--- src/rtl/sys_ctrl_clkgen.sv ---
// -----------------------------------------------------------------------------
// sys_ctrl_clkgen
//   System controller placed directly behind the board clock and reset pins.
//   Buffers the board clock, builds a stretched system reset (asynchronous
//   assert, synchronous release), and generates a runtime-programmable,
//   glitch-free serial clock with one-cycle edge strobes.
//
//   Optional feature macro: SYSCTL_WDT_EN
//     Defined: a WDT_WIDTH-bit watchdog re-asserts rst when it reaches all ones
//     without a kick in that cycle. rst_cause_o then reads 2'b10 until the next
//     pin reset.
//     Undefined: no watchdog logic, wdt_kick_i is ignored, and rst_cause_o is
//     fixed at 2'b01.
//
// Ports
//   clk_i         board clock input
//   rst_i         asynchronous active-low pin reset
//   clk_enable    request to run SCLK
//   div_i         SCLK half-period minus 1, in clk cycles
//   wdt_kick_i    watchdog restart pulse
//   clk           buffered clock; every flop in this block runs on it
//   rst / rst_n   system reset, active high / active low
//   sclk_o        serial clock; idles at CPOL
//   sclk_rise_o   strobe on the PH_A->PH_B transition (sclk_o 0->1 when CPOL=0)
//   sclk_fall_o   strobe on the return to the idle level (1->0 when CPOL=0)
//   sclk_active_o high while the SCLK FSM is not IDLE
//   rst_cause_o   2'b01 = pin reset, 2'b10 = watchdog reset
// -----------------------------------------------------------------------------
module sys_ctrl_clkgen #(
  parameter int SYNC_STAGES = 2,
  parameter int RST_HOLD    = 16,
  parameter int DIV_WIDTH   = 8,
  parameter bit CPOL        = 1'b0,
  parameter int WDT_WIDTH   = 16
) (
  input  logic                 clk_i,
  input  logic                 rst_i,
  input  logic                 clk_enable,
  input  logic [DIV_WIDTH-1:0] div_i,
  input  logic                 wdt_kick_i,
  output logic                 clk,
  output logic                 rst,
  output logic                 rst_n,
  output logic                 sclk_o,
  output logic                 sclk_rise_o,
  output logic                 sclk_fall_o,
  output logic                 sclk_active_o,
  output logic [1:0]           rst_cause_o
);

  localparam int HOLD_W = (RST_HOLD > 1) ? $clog2(RST_HOLD) : 1;
  localparam logic [HOLD_W-1:0]    HOLD_LAST = HOLD_W'(RST_HOLD - 1);
  localparam logic [DIV_WIDTH-1:0] CNT_ONE   = DIV_WIDTH'(1);
  localparam logic                 IDLE_LVL  = CPOL;

  typedef enum logic [1:0] {
    ST_IDLE = 2'd0,
    ST_PH_A = 2'd1,
    ST_PH_B = 2'd2
  } state_t;

  logic [SYNC_STAGES-1:0] r_sync;
  logic [HOLD_W-1:0]      r_hold;
  logic                   r_rst;
  logic                   w_wdt_fire;

  state_t                 r_state, w_state_nxt;
  logic [DIV_WIDTH-1:0]   r_cnt, w_cnt_nxt;
  logic [DIV_WIDTH-1:0]   r_div_q, w_div_nxt;
  logic                   w_half_done;
  logic                   r_sclk, w_sclk_nxt;
  logic                   r_rise, w_rise_nxt;
  logic                   r_fall, w_fall_nxt;
  logic                   r_active;

  // Board clock through the input buffer. A vendor buffer primitive would be
  // instantiated here; the behavioural pass-through keeps the block portable.
  assign clk = clk_i;

  // Reset synchroniser and hold counter: assert asynchronously, release after
  // SYNC_STAGES + RST_HOLD edges. A watchdog bite re-asserts and reloads the hold.
  always_ff @(posedge clk or negedge rst_i) begin
    if (!rst_i) begin
      r_sync <= '0;
      r_hold <= '0;
      r_rst  <= 1'b1;
    end else begin
      r_sync <= {r_sync[SYNC_STAGES-2:0], 1'b1};
      if (w_wdt_fire) begin
        r_rst  <= 1'b1;
        r_hold <= '0;
      end else if (r_rst && r_sync[SYNC_STAGES-1]) begin
        if (r_hold == HOLD_LAST) begin
          r_rst <= 1'b0;
        end else begin
          r_hold <= r_hold + HOLD_W'(1);
        end
      end
    end
  end

  assign rst   = r_rst;
  assign rst_n = ~r_rst;

`ifdef SYSCTL_WDT_EN
  logic [WDT_WIDTH-1:0] r_wdt;
  logic [1:0]           r_cause;

  assign w_wdt_fire = !r_rst && (&r_wdt) && !wdt_kick_i;

  // Watchdog counter and sticky reset-cause register.
  always_ff @(posedge clk or negedge rst_i) begin
    if (!rst_i) begin
      r_wdt   <= '0;
      r_cause <= 2'b01;
    end else begin
      if (r_rst || w_wdt_fire || wdt_kick_i) begin
        r_wdt <= '0;
      end else begin
        r_wdt <= r_wdt + WDT_WIDTH'(1);
      end
      if (w_wdt_fire) begin
        r_cause <= 2'b10;
      end
    end
  end

  assign rst_cause_o = r_cause;
`else
  localparam int unused_wdt_width = WDT_WIDTH;
  logic w_unused_kick;
  assign w_unused_kick = wdt_kick_i;
  assign w_wdt_fire    = 1'b0;
  assign rst_cause_o   = 2'b01;
`endif

  assign w_half_done = (r_cnt == r_div_q);

  // SCLK FSM state register, together with the registered SCLK outputs.
  always_ff @(posedge clk or negedge rst_i) begin
    if (!rst_i) begin
      r_state  <= ST_IDLE;
      r_cnt    <= '0;
      r_div_q  <= '0;
      r_sclk   <= IDLE_LVL;
      r_rise   <= 1'b0;
      r_fall   <= 1'b0;
      r_active <= 1'b0;
    end else begin
      r_state  <= w_state_nxt;
      r_cnt    <= w_cnt_nxt;
      r_div_q  <= w_div_nxt;
      r_sclk   <= w_sclk_nxt;
      r_rise   <= w_rise_nxt;
      r_fall   <= w_fall_nxt;
      r_active <= (w_state_nxt != ST_IDLE);
    end
  end

  // SCLK FSM next state, half-period counter, and divider capture. div_i is
  // only sampled when a period starts, so mid-period changes cannot produce runts.
  always_comb begin
    w_state_nxt = r_state;
    w_cnt_nxt   = r_cnt;
    w_div_nxt   = r_div_q;
    if (r_rst || w_wdt_fire) begin
      w_state_nxt = ST_IDLE;
      w_cnt_nxt   = '0;
    end else begin
      case (r_state)
        ST_IDLE: begin
          w_cnt_nxt = '0;
          if (clk_enable) begin
            w_state_nxt = ST_PH_A;
            w_div_nxt   = div_i;
          end else begin
            w_state_nxt = ST_IDLE;
          end
        end
        ST_PH_A: begin
          if (w_half_done) begin
            w_cnt_nxt   = '0;
            w_state_nxt = ST_PH_B;
          end else begin
            w_cnt_nxt = r_cnt + CNT_ONE;
          end
        end
        ST_PH_B: begin
          if (w_half_done) begin
            w_cnt_nxt = '0;
            // A dropped enable always lets the full period finish first.
            if (clk_enable) begin
              w_state_nxt = ST_PH_A;
              w_div_nxt   = div_i;
            end else begin
              w_state_nxt = ST_IDLE;
            end
          end else begin
            w_cnt_nxt = r_cnt + CNT_ONE;
          end
        end
        default: begin
          w_state_nxt = ST_IDLE;
          w_cnt_nxt   = '0;
        end
      endcase
    end
  end

  // SCLK output decode: next level and strobes. These are registered above,
  // so the strobes line up exactly with the edges of sclk_o.
  always_comb begin
    w_sclk_nxt = IDLE_LVL;
    w_rise_nxt = 1'b0;
    w_fall_nxt = 1'b0;
    if (r_rst || w_wdt_fire) begin
      w_sclk_nxt = IDLE_LVL;
    end else begin
      case (r_state)
        ST_IDLE: w_sclk_nxt = IDLE_LVL;
        ST_PH_A: begin
          if (w_half_done) begin
            w_sclk_nxt = ~IDLE_LVL;
            w_rise_nxt = 1'b1;
          end else begin
            w_sclk_nxt = IDLE_LVL;
          end
        end
        ST_PH_B: begin
          if (w_half_done) begin
            w_sclk_nxt = IDLE_LVL;
            w_fall_nxt = 1'b1;
          end else begin
            w_sclk_nxt = ~IDLE_LVL;
          end
        end
        default: w_sclk_nxt = IDLE_LVL;
      endcase
    end
  end

  assign sclk_o        = r_sclk;
  assign sclk_rise_o   = r_rise;
  assign sclk_fall_o   = r_fall;
  assign sclk_active_o = r_active;

endmodule

--- config.mk ---
export PLATFORM = sky130hd
export DESIGN_NAME = sys_ctrl_clkgen
export DESIGN_NICKNAME = d
export VERILOG_FILES = /design/src/rtl/sys_ctrl_clkgen.sv
export SDC_FILE = /design/constraint.sdc
export NUM_CORES = 1
export LEC_CHECK = 0
export BUFFER_PORTS_ARGS = -buffer_cell sky130_fd_sc_hd__buf_4
export CAP_MARGIN = 20
export CORE_ASPECT_RATIO = 0.75
export CORE_MARGIN = 5
export CORE_UTILIZATION = 45
export DETAILED_ROUTE_END_ITERATION = 16
export PLACE_DENSITY = 0.62
export SLEW_MARGIN = 0
export SYNTH_ARGS = -nofsm -noshare
export SYNTH_HDL_FRONTEND = slang
export SYNTH_SLANG_ARGS = --single-unit
--- constraint.sdc ---
create_clock -name clk_i -period 2.1 [get_ports clk_i]
set_input_delay 0.315 -clock clk_i [delete_from_list [all_inputs] [get_ports clk_i]]
set_output_delay 0.315 -clock clk_i [all_outputs]
set_load 0.02 [all_outputs]
# After elaboration in Yosys (flattened, before gate mapping)
# Cells that the tools add are included.
# totals
input_bits,12
reg_bits,29
output_inout_bits,9
# classes
n_addsub,2
eq_ne,5
reduce_logical,8
mux,19
bitwise_logic,2
# ops
op,count
8-bit two-way mux,5
8-bit one-hot mux with 2 select lines,1
"8-bit by 1-bit adder with 8-bit output, second input constant",1
8-bit == test,1
1-bit two-way mux,8
2-bit two-way mux,3
2-bit one-hot mux with 3 select lines,1
"4-bit by 1-bit adder with 4-bit output, second input constant",1
"4-bit == test, second input constant",1
2-bit AND reduction,2
2-bit nonzero test,2
3-bit AND reduction,1
"2-bit by 1-bit == test with 1-bit output, second input constant",1
"2-bit == test, second input constant",1
2-bit zero test,1
"2-bit inequality test, second input constant",1
1-bit NOT,2
1-bit one-hot mux with 2 select lines,1
2-bit OR reduction,1
1-bit logical AND,1

# Depth between registers and ports, before layout
# Gate-level depths: netlist of the first run.
# depth
ltp_word,5
depth_mapped,5
depth_no_buf,5

==> results of run 1 <==
==> path summary, 6_finish.rpt <==
| path | startpoint | end | slack, ns | cells after the start |
|---|---|---|---|---|
| max | r_cnt[3] | r_div_q[2] | 0.21 | 5 |
| min | div_i[7] | r_div_q[7] | 0.16 | 2 |
| max reg2reg | r_cnt[3] | r_div_q[2] | 0.21 | 5 |
| min reg2reg | r_sync[0] | r_sync[1] | 0.35 | 0 |
| max in group asynchronous | rst_i | rst | 1.40 | 2 |
| min in group asynchronous | rst_i | r_div_q[7] | 0.39 | 2 |
==> repair_timing <==
action,4_1_cts,5_1_grt
setup endpoints to repair,0,1
hold buffers,1,0
endpoints found under the hold margin,28,0
gates resized for setup,0,1
==> critical path, cell delays in order, from the launching register on <==
cell and delay (ns):
dfrtp_1 0.42, xor2_1 0.17, nor4_2 0.35, nand2_2 0.13
a21oi_4 0.33, mux2_2 0.38
==> per-layer routing <==
metal | up-vias | global-route usage
met1 | 425 | 0.155
met4 | 0 | 0.0711
met2 | 22 | 0.173
met3 | 7 | 0.0739
li1 | 432 | -
met5 | - | 0
==> through the flow <==
stage	power, W	hold WS, ns	cells	util	setup slack, ns
after detailed placement	0.00127	0.255	165	0.516	0.107
after global placement	0.00125	0.252	165	0.516	0.138
after global routing	0.00204	0.149	177	0.571	0.101
after floorplan	0.00115	0.0194	113	-	0.316
after CTS	0.00192	0.154	177	0.568	0.0982
final	0.00190	0.163	177	0.571	0.213
==> logic make-up after synthesis <==
family | after synthesis | share of synthesized area
and+or+nand+nor | 31 | 0.113
DFF | 29 | 0.541
xor gates and xnor gates | 16 | 0.104
muxes | 12 | 0.0987
AOI/OAI and AO/OA | 8 | 0.0512
buffers and inverters | 8 | 0.0307
adders and majority gates | 6 | 0.0559
other | 2 | 0.00559
==> state kept, by name, summed over array words and instances, names as in the netlist <==
register,count
rst,1
sclk_o,1
sclk_rise_o,1
r_state,2
r_hold,4
sclk_active_o,1
r_cnt,8
r_div_q,8
sclk_fall_o,1
r_sync,2
==> area by class of cell <==
class,instances,area share
sequential,29,0.437
multi-input combinational,76,0.352
clock buffer,11,0.0873
timing repair buffer,18,0.0828
tap,38,0.0286
inverter,4,0.00903
clock inverter,1,0.00301
==> synth_stat cells <==
| library cell | count | share of area |
|---|---|---|
| nor4_1 | 2 | 0.0093 |
| o211ai_1 | 3 | 0.017 |
| nor3b_1 | 2 | 0.011 |
| xor2_1 | 14 | 0.091 |
| mux2i_1 | 2 | 0.015 |
| buf_4 | 3 | 0.017 |
| clkbuf_1 | 1 | 0.0028 |
| nand3_1 | 9 | 0.034 |
| dfrtp_1 | 28 | 0.52 |
| xnor2_1 | 2 | 0.013 |
| nand2_1 | 2 | 0.0056 |
| nand2_2 | 1 | 0.0047 |
| a211o_2 | 1 | 0.0074 |
| dfstp_2 | 1 | 0.020 |
| ha_1 | 6 | 0.056 |
| conb_1 | 2 | 0.0056 |
| a21oi_1 | 1 | 0.0037 |
| and3_1 | 1 | 0.0047 |
| a41oi_1 | 1 | 0.0065 |
| nor2_1 | 12 | 0.034 |
| nand4_1 | 1 | 0.0047 |
| a31oi_1 | 1 | 0.0047 |
| and3_2 | 1 | 0.0056 |
| mux2_2 | 10 | 0.084 |
| inv_1 | 4 | 0.011 |
| a21oi_4 | 1 | 0.012 |
==> power groups by stage <==
stage	clock, W	sequential [W]	combinational [W]
after detailed placement	0.0000556	0.000798	0.000412
after global routing	0.000760	0.000803	0.000472
final	0.000695	0.000784	0.000421
after floorplan	0.0000556	0.000784	0.000307
after CTS	0.000716	0.000788	0.000415
after global placement	0.0000556	0.000793	0.000400
==> impl_results.md, run 1 <==
- Minimum clock period after layout: ~1.9 ns
- Routed WL per cell: 12.8 um
- Setup-violating endpoint count in the final report: 0
- RSZ-0062 raised after global routing: false
- Via count of the first global-routing pass: 940
- Overflow left after global routing: 0
- Area of all sequential standard cells: between 700 and 800 um^2
- Core Area: between 2000 and 3000 um^2
- Num ports: 21
- Std cell rows: 17
- Number of DRC markers in iteration 0: 85
- Comb power frac: 0.222
- Final Hold Violating Endpoints: 0
- Post-detailed-route via-to-cell ratio: about 5
- Skew-Pair Late Insertion Delay: roughly 0.38 ns
- Total routing resource utilization after global routing: 0.127
- Length of routed met2 wiring: ~960 um
- CTS tree: done
- Required time at the endpoint of the critical path: ~2.4 ns
- Fraction of the cycle the final worst path needs: 0.899
- Largest net degree at the start of global routing: 30
- Antenna diodes: 0
- Antenna-violating nets left: 0
- Result of the run: finished, final reports clean
- Worst min path class: input port to register
- Proportion of power drawn by flip-flops and latches: 0.413
- Critical-path maximum fanout: 8
- Cell Area, Synth: roughly 1300 um^2
- Total net switching power: approximately 0.00056 W
- Vertical die dimension: around 57 um
- Area of all placed cells without fillers: between 1500 and 2000 um^2
- Post-detail-place hpwl: between 1.5 and 2 mm
- Clock Pin Slew Worst Setup and Hold Paths: 0.06 ns
- Fraction of power consumed by the clock network: 0.366
- CP endpoint kind: register
- Worst EP arrival: ~2.2 ns
- Met1 wire length: roughly 1.1 mm
- Final wirelength: between 2 and 2.5 mm
- Top routing layer used: met4
- Width of the chip: approximately 73 um
- Total length of routed met3 wires: approximately 170 um
- Critical setup path kind: register to register
- Input/output buffers: 17
- First-pass GRT wire length: 3.93 mm
- Layout cells sized above 1: 0.324
- Max IR drop VDD: about 0.62 mV
- Final clock skew: just over 0.005 ns
- Placed instance area: around 1500 um^2
- Pins over their slew limit: 0
- Initial Util: 0.461
- Post-synthesis sequential element count: 29
- Nets@finish: between 150 and 200
- Total negative slack: 0 ns
- Max-cap viol count: 0
- Max Fclk: approximately 0.53 GHz
- Net Sw Frac: 0.296
- Commonest non-fill, non-tap cells in the layout: 28 x dfrtp_1, 18 x buf_4, 14 x xor2_1, 12 x nor2_1
- Launching element type of the critical path: register
- Number of inserted filler cells in the final layout: 255
- Part of the Yosys area used for sequential elements: 0.541
- Postcts setup bufs: 0
- Leakage power total: 0.805 nW
- Instance count of the mapped netlist: about 110
- Unique cell type count in the Yosys netlist: 26
- Synth warnings: 0
- DIE AREA: between 4000 and 5000 um^2
- Leading cell type in the layout, fill and taps excluded: dfrtp_1
- Number of iterations in the first detailed-routing pass: 4
- Area of combinational cells with multiple inputs: ~590 um^2
- Post-synthesis average cell area: 12.0 um^2
- Layout overhead on the synthesized area: 23.7%
- Count of unresolved DRC violations after routing: 0
- PwrDens: around 1100 nW/um^2
- Number of antenna violations at the first check in global routing: 0
- Design internal power: ~0.0013 W
- DR vias: between 800 and 900
- Routability-driven placement congestion ratio: 0.813
(Power assumes the default switching activity.)
==> run 2, diff against run 1 <==
--- a/config.mk
+++ b/config.mk
@@ -5,13 +5,14 @@
 export SDC_FILE = /design/constraint.sdc
 export NUM_CORES = 1
 export LEC_CHECK = 0
+export ABC_AREA = 1
 export BUFFER_PORTS_ARGS = -buffer_cell sky130_fd_sc_hd__buf_4
 export CAP_MARGIN = 20
 export CORE_ASPECT_RATIO = 0.75
 export CORE_MARGIN = 5
 export CORE_UTILIZATION = 45
 export DETAILED_ROUTE_END_ITERATION = 16
-export PLACE_DENSITY = 0.62
+export PLACE_DENSITY = 0.61
 export SLEW_MARGIN = 0
 export SYNTH_ARGS = -nofsm -noshare
 export SYNTH_HDL_FRONTEND = slang
==> constraint.sdc (replaced) <==
create_clock -name clk_i -period 2.1 [get_ports clk_i]
set_input_delay 0.42 -clock clk_i [delete_from_list [all_inputs] [get_ports clk_i]]
set_output_delay 0.42 -clock clk_i [all_outputs]
set_load 0.02 [all_outputs]
==> run 2 against run 1 <==
Against the previous run:
- clock skew grew 0.0066 ns
- via count grew 19%
- routed wire length is 13% higher
- power rose by 2.1%
- worst hold slack improved by 0.096 ns
- non-clock buffer count down 1
- critical path depth shrank 2
- die area up 6.7%
- clock-buffer cell count grew 1
==> impl_results.md, run 2 <==
- Result of the run: finished, final reports clean
- Critical setup path kind: clock port to primary output
- Quantity of gates resized following cts: 0 (unchanged)
- Largest stage delay on the critical path: 0.15 ns (-0.27 ns)
- Final wirelength: 2.57 mm (+13%)
- CP cell instances: clkbuf_8 > clkbuf_8 > buf_4
- Layout cells sized above 1: 0.232 (-0.0922)
- Number of enable-type register cells in the synthesized netlist: 0 (unchanged)
- Area of all placed cells without fillers: 1730 um^2 (+4.3%)
- Cell Area, Synth: 1450 um^2 (+8.0%)
- Initial Util: 0.481 (+0.0194)
- Top area cells in the synthesized netlist: dfrtp_1 48%, nand2_1 11%, ha_1 5.2%
- Worst EP arrival: 1.42 ns (-0.73 ns)
- Overflow left after global routing: 0 (unchanged)
- Max IR drop VDD: 0.512 mV (-18%)
- Setup-violating endpoint count in the final report: 0 (unchanged)
- Unique cell type count in the Yosys netlist: 24 (-7.7%)
- Width of the chip: 75.6 um (+3.4%)
- Top Registers: r_cnt x8, r_div_q x8, r_hold x4
- Number of iterations in the first detailed-routing pass: 4 (unchanged)
- R2r worst-path depth: 6 (+1)
- Total negative slack: 0 ns (unchanged)
- Std cell rows: 17 (unchanged)
- Instance count of the mapped netlist: 164 (+46%)
- Post-synthesis average cell area: 8.85 um^2 (-26%)
- Fraction of post-synthesis cell area in the top cell type by area: 0.483 (-0.0387)
- Critical-path maximum fanout: 2 (-6)
- Skew-Pair Late Insertion Delay: 0.39 ns (about the same)
- Share of synthesized flip-flops with an asynchronous set or reset: 1.00 (unchanged)
- Vertical die dimension: 59.2 um (+3.2%)
- Post-synthesis sequential element count: 29 (unchanged)
- Post-detailed-route via-to-cell ratio: 4.61 (-7.9%)
- Pins over their slew limit: 0 (unchanged)
- Nets@finish: 207 (+33%)
- Number of antenna violations at the first check in global routing: 0 (unchanged)
- Crit path to: clk
- Count of unresolved DRC violations after routing: 0 (unchanged)
- Final clock skew: 0.0117 ns (+0.00665 ns)
- Commonest non-fill, non-tap cells in the layout: 42 x nand2_1, 28 x dfrtp_1, 20 x nor2_1, 19 x inv_1, 17 x buf_4
- Total routing resource utilization after global routing: 0.144 (+0.0174)
- Post-detail-place hpwl: 1.81 mm (+14%)
- Buf/Inv on CP: 3 (+3)
- Via count of the first global-routing pass: 1025 (+9.0%)
- Placed instance area: 1590 um^2 (+5.9%)
- Reg2reg end: r_div_q[0]
- FF-to-FF Start: r_state[0]
- Critical Path Start: clk_i
- RSZ-0062 raised after global routing: false
- CP most frequent cell: clkbuf_8
- Reg2reg setup slack: 0.54 ns (+0.33 ns)
- Leakage power total: 0.922 nW (+15%)
- Leading cell type in the layout, fill and taps excluded: nand2_1
- Count leader, synth: nand2_1
- CP endpoint kind: primary output
- Input/output buffers: 17 (unchanged)
- Layout overhead on the synthesized area: 19.5%
- Antenna-violating nets left: 0 (unchanged)
- Antenna diodes: 0 (unchanged)
- Routed WL per cell: 11.3 um (-12%)
- Largest delay share family, worst path: buffers and inverters
- Number of DRC markers in iteration 0: 64 (-25%)
- Most used DFF post-synth: dfrtp_1
- Launching element type of the critical path: clock port
- Required time at the endpoint of the critical path: 1.68 ns (-0.68 ns)
- Cell accounting for the most synthesized area: dfrtp_1
- Worst min path class: input port to register
- First-pass GRT wire length: 4.51 mm (+15%)
- Num ports: 21 (unchanged)
- Part of the Yosys area used for sequential elements: 0.501 (-0.0401)
- CTS tree: done
- Max-cap viol count: 0 (unchanged)
- DR vias: 1051 (+19%)
- Largest net degree at the start of global routing: 30 (unchanged)
- Top cells by count, synth: 42 x nand2_1, 28 x dfrtp_1, 20 x nor2_1
- WP depth: 3 (-2)
- Core Area: 3020 um^2 (+3.6%)
- Routability-driven placement congestion ratio: 0.691 (-15%)
- PwrDens: 1120 nW/um^2 (-2.1%)
- Final Hold Violating Endpoints: 0 (unchanged)
- Crit path max-delay cell type: buf_4
- Clock Pin Slew Worst Setup and Hold Paths: 0.07 ns (about the same)
- DIE AREA: 4470 um^2 (+6.7%)
- Synth warnings: 0 (unchanged)
[run 2: cell types whose count changed after synthesis, sizes merged, moves of 2 or more]
cell    previous run  this run
mux2i              2         0
and3               2         0
nor4               2         0
inv                4        22
nand2              3        45
nor2              12        24
o211ai             3         1
mux2              10         1
xnor2              2         5
nor3               0         3
o22ai              0         2
xor2              14         2
a21oi              2         5
[run 2: metal layers]
layer	wire length, um	up-vias	track usage
met4	93	0	0.127
met3	167	10	0.0593
met1	1230	469	0.177
li1	-	549	-
met2	1080	23	0.191
met5	0	-	0
[run 2: timing repair]
| item | 4_1_cts | 5_1_grt |
|---|---|---|
| endpoints found under the hold margin | 28 | 0 |
| hold buffers | 1 | 0 |
| buffers inserted | 0 | 0 |
| endpoints found under the setup margin | 0 | 0 |
[run 2: how the worst min path moves through the flow]
stage / from / end / slack, ns / cells past startpoint
floorplan: rst_i / r_cnt[0] / 0.12 / 0
global placement: r_sync[0] / r_sync[1] / 0.33 / 0
detailed placement: r_sync[0] / r_sync[1] / 0.34 / 0
CTS: div_i[5] / r_div_q[5] / 0.25 / 3
global route: div_i[5] / r_div_q[5] / 0.26 / 3
finish: div_i[6] / r_div_q[6] / 0.26 / 3
[run 2: worst min-delay path: cells and delay by family]
family        cells  cell delay, ns
buf+inv           1            0.08
simple gates      2            0.12
[run 2: final cells by class]
class	instances	area, um^2
Fill cell	271	1290
Clock buffer	12	139
Multi-Input combinational cell	110	608
Tap cell	38	47.5
Timing Repair Buffer	17	130
Sequential cell	29	727
Inverter	22	82.6
[run 2: kinds of logic after synthesis]
kind of cell | after synthesis | share of synthesized area
xor+xnor | 7 | 0.0422
compound gates | 9 | 0.0509
flops | 29 | 0.501
fa+ha+maj | 6 | 0.0517
simple gates | 84 | 0.259
mux | 1 | 0.00776
other cells | 2 | 0.00517
buf+inv | 26 | 0.0828
[run 2: metrics by stage]
step	util	total power (W)	cells	worst slack [ns]	hold slack [ns]
2_1_floorplan	-	0.00122	165	0.496	0.124
3_3_place_gp	0.527	0.00131	216	0.496	0.334
3_5_place_dp	0.527	0.00133	216	0.496	0.339
4_1_cts	0.574	0.00197	228	0.250	0.253
5_1_grt	0.574	0.00209	228	0.243	0.261
6_report	0.574	0.00194	228	0.257	0.259
[run 2: power by group]
part           total (W)  switching (W)  internal [W]
sequential      0.000759      0.0000820      0.000677
combinational   0.000503       0.000304      0.000199
clock           0.000678       0.000266      0.000412
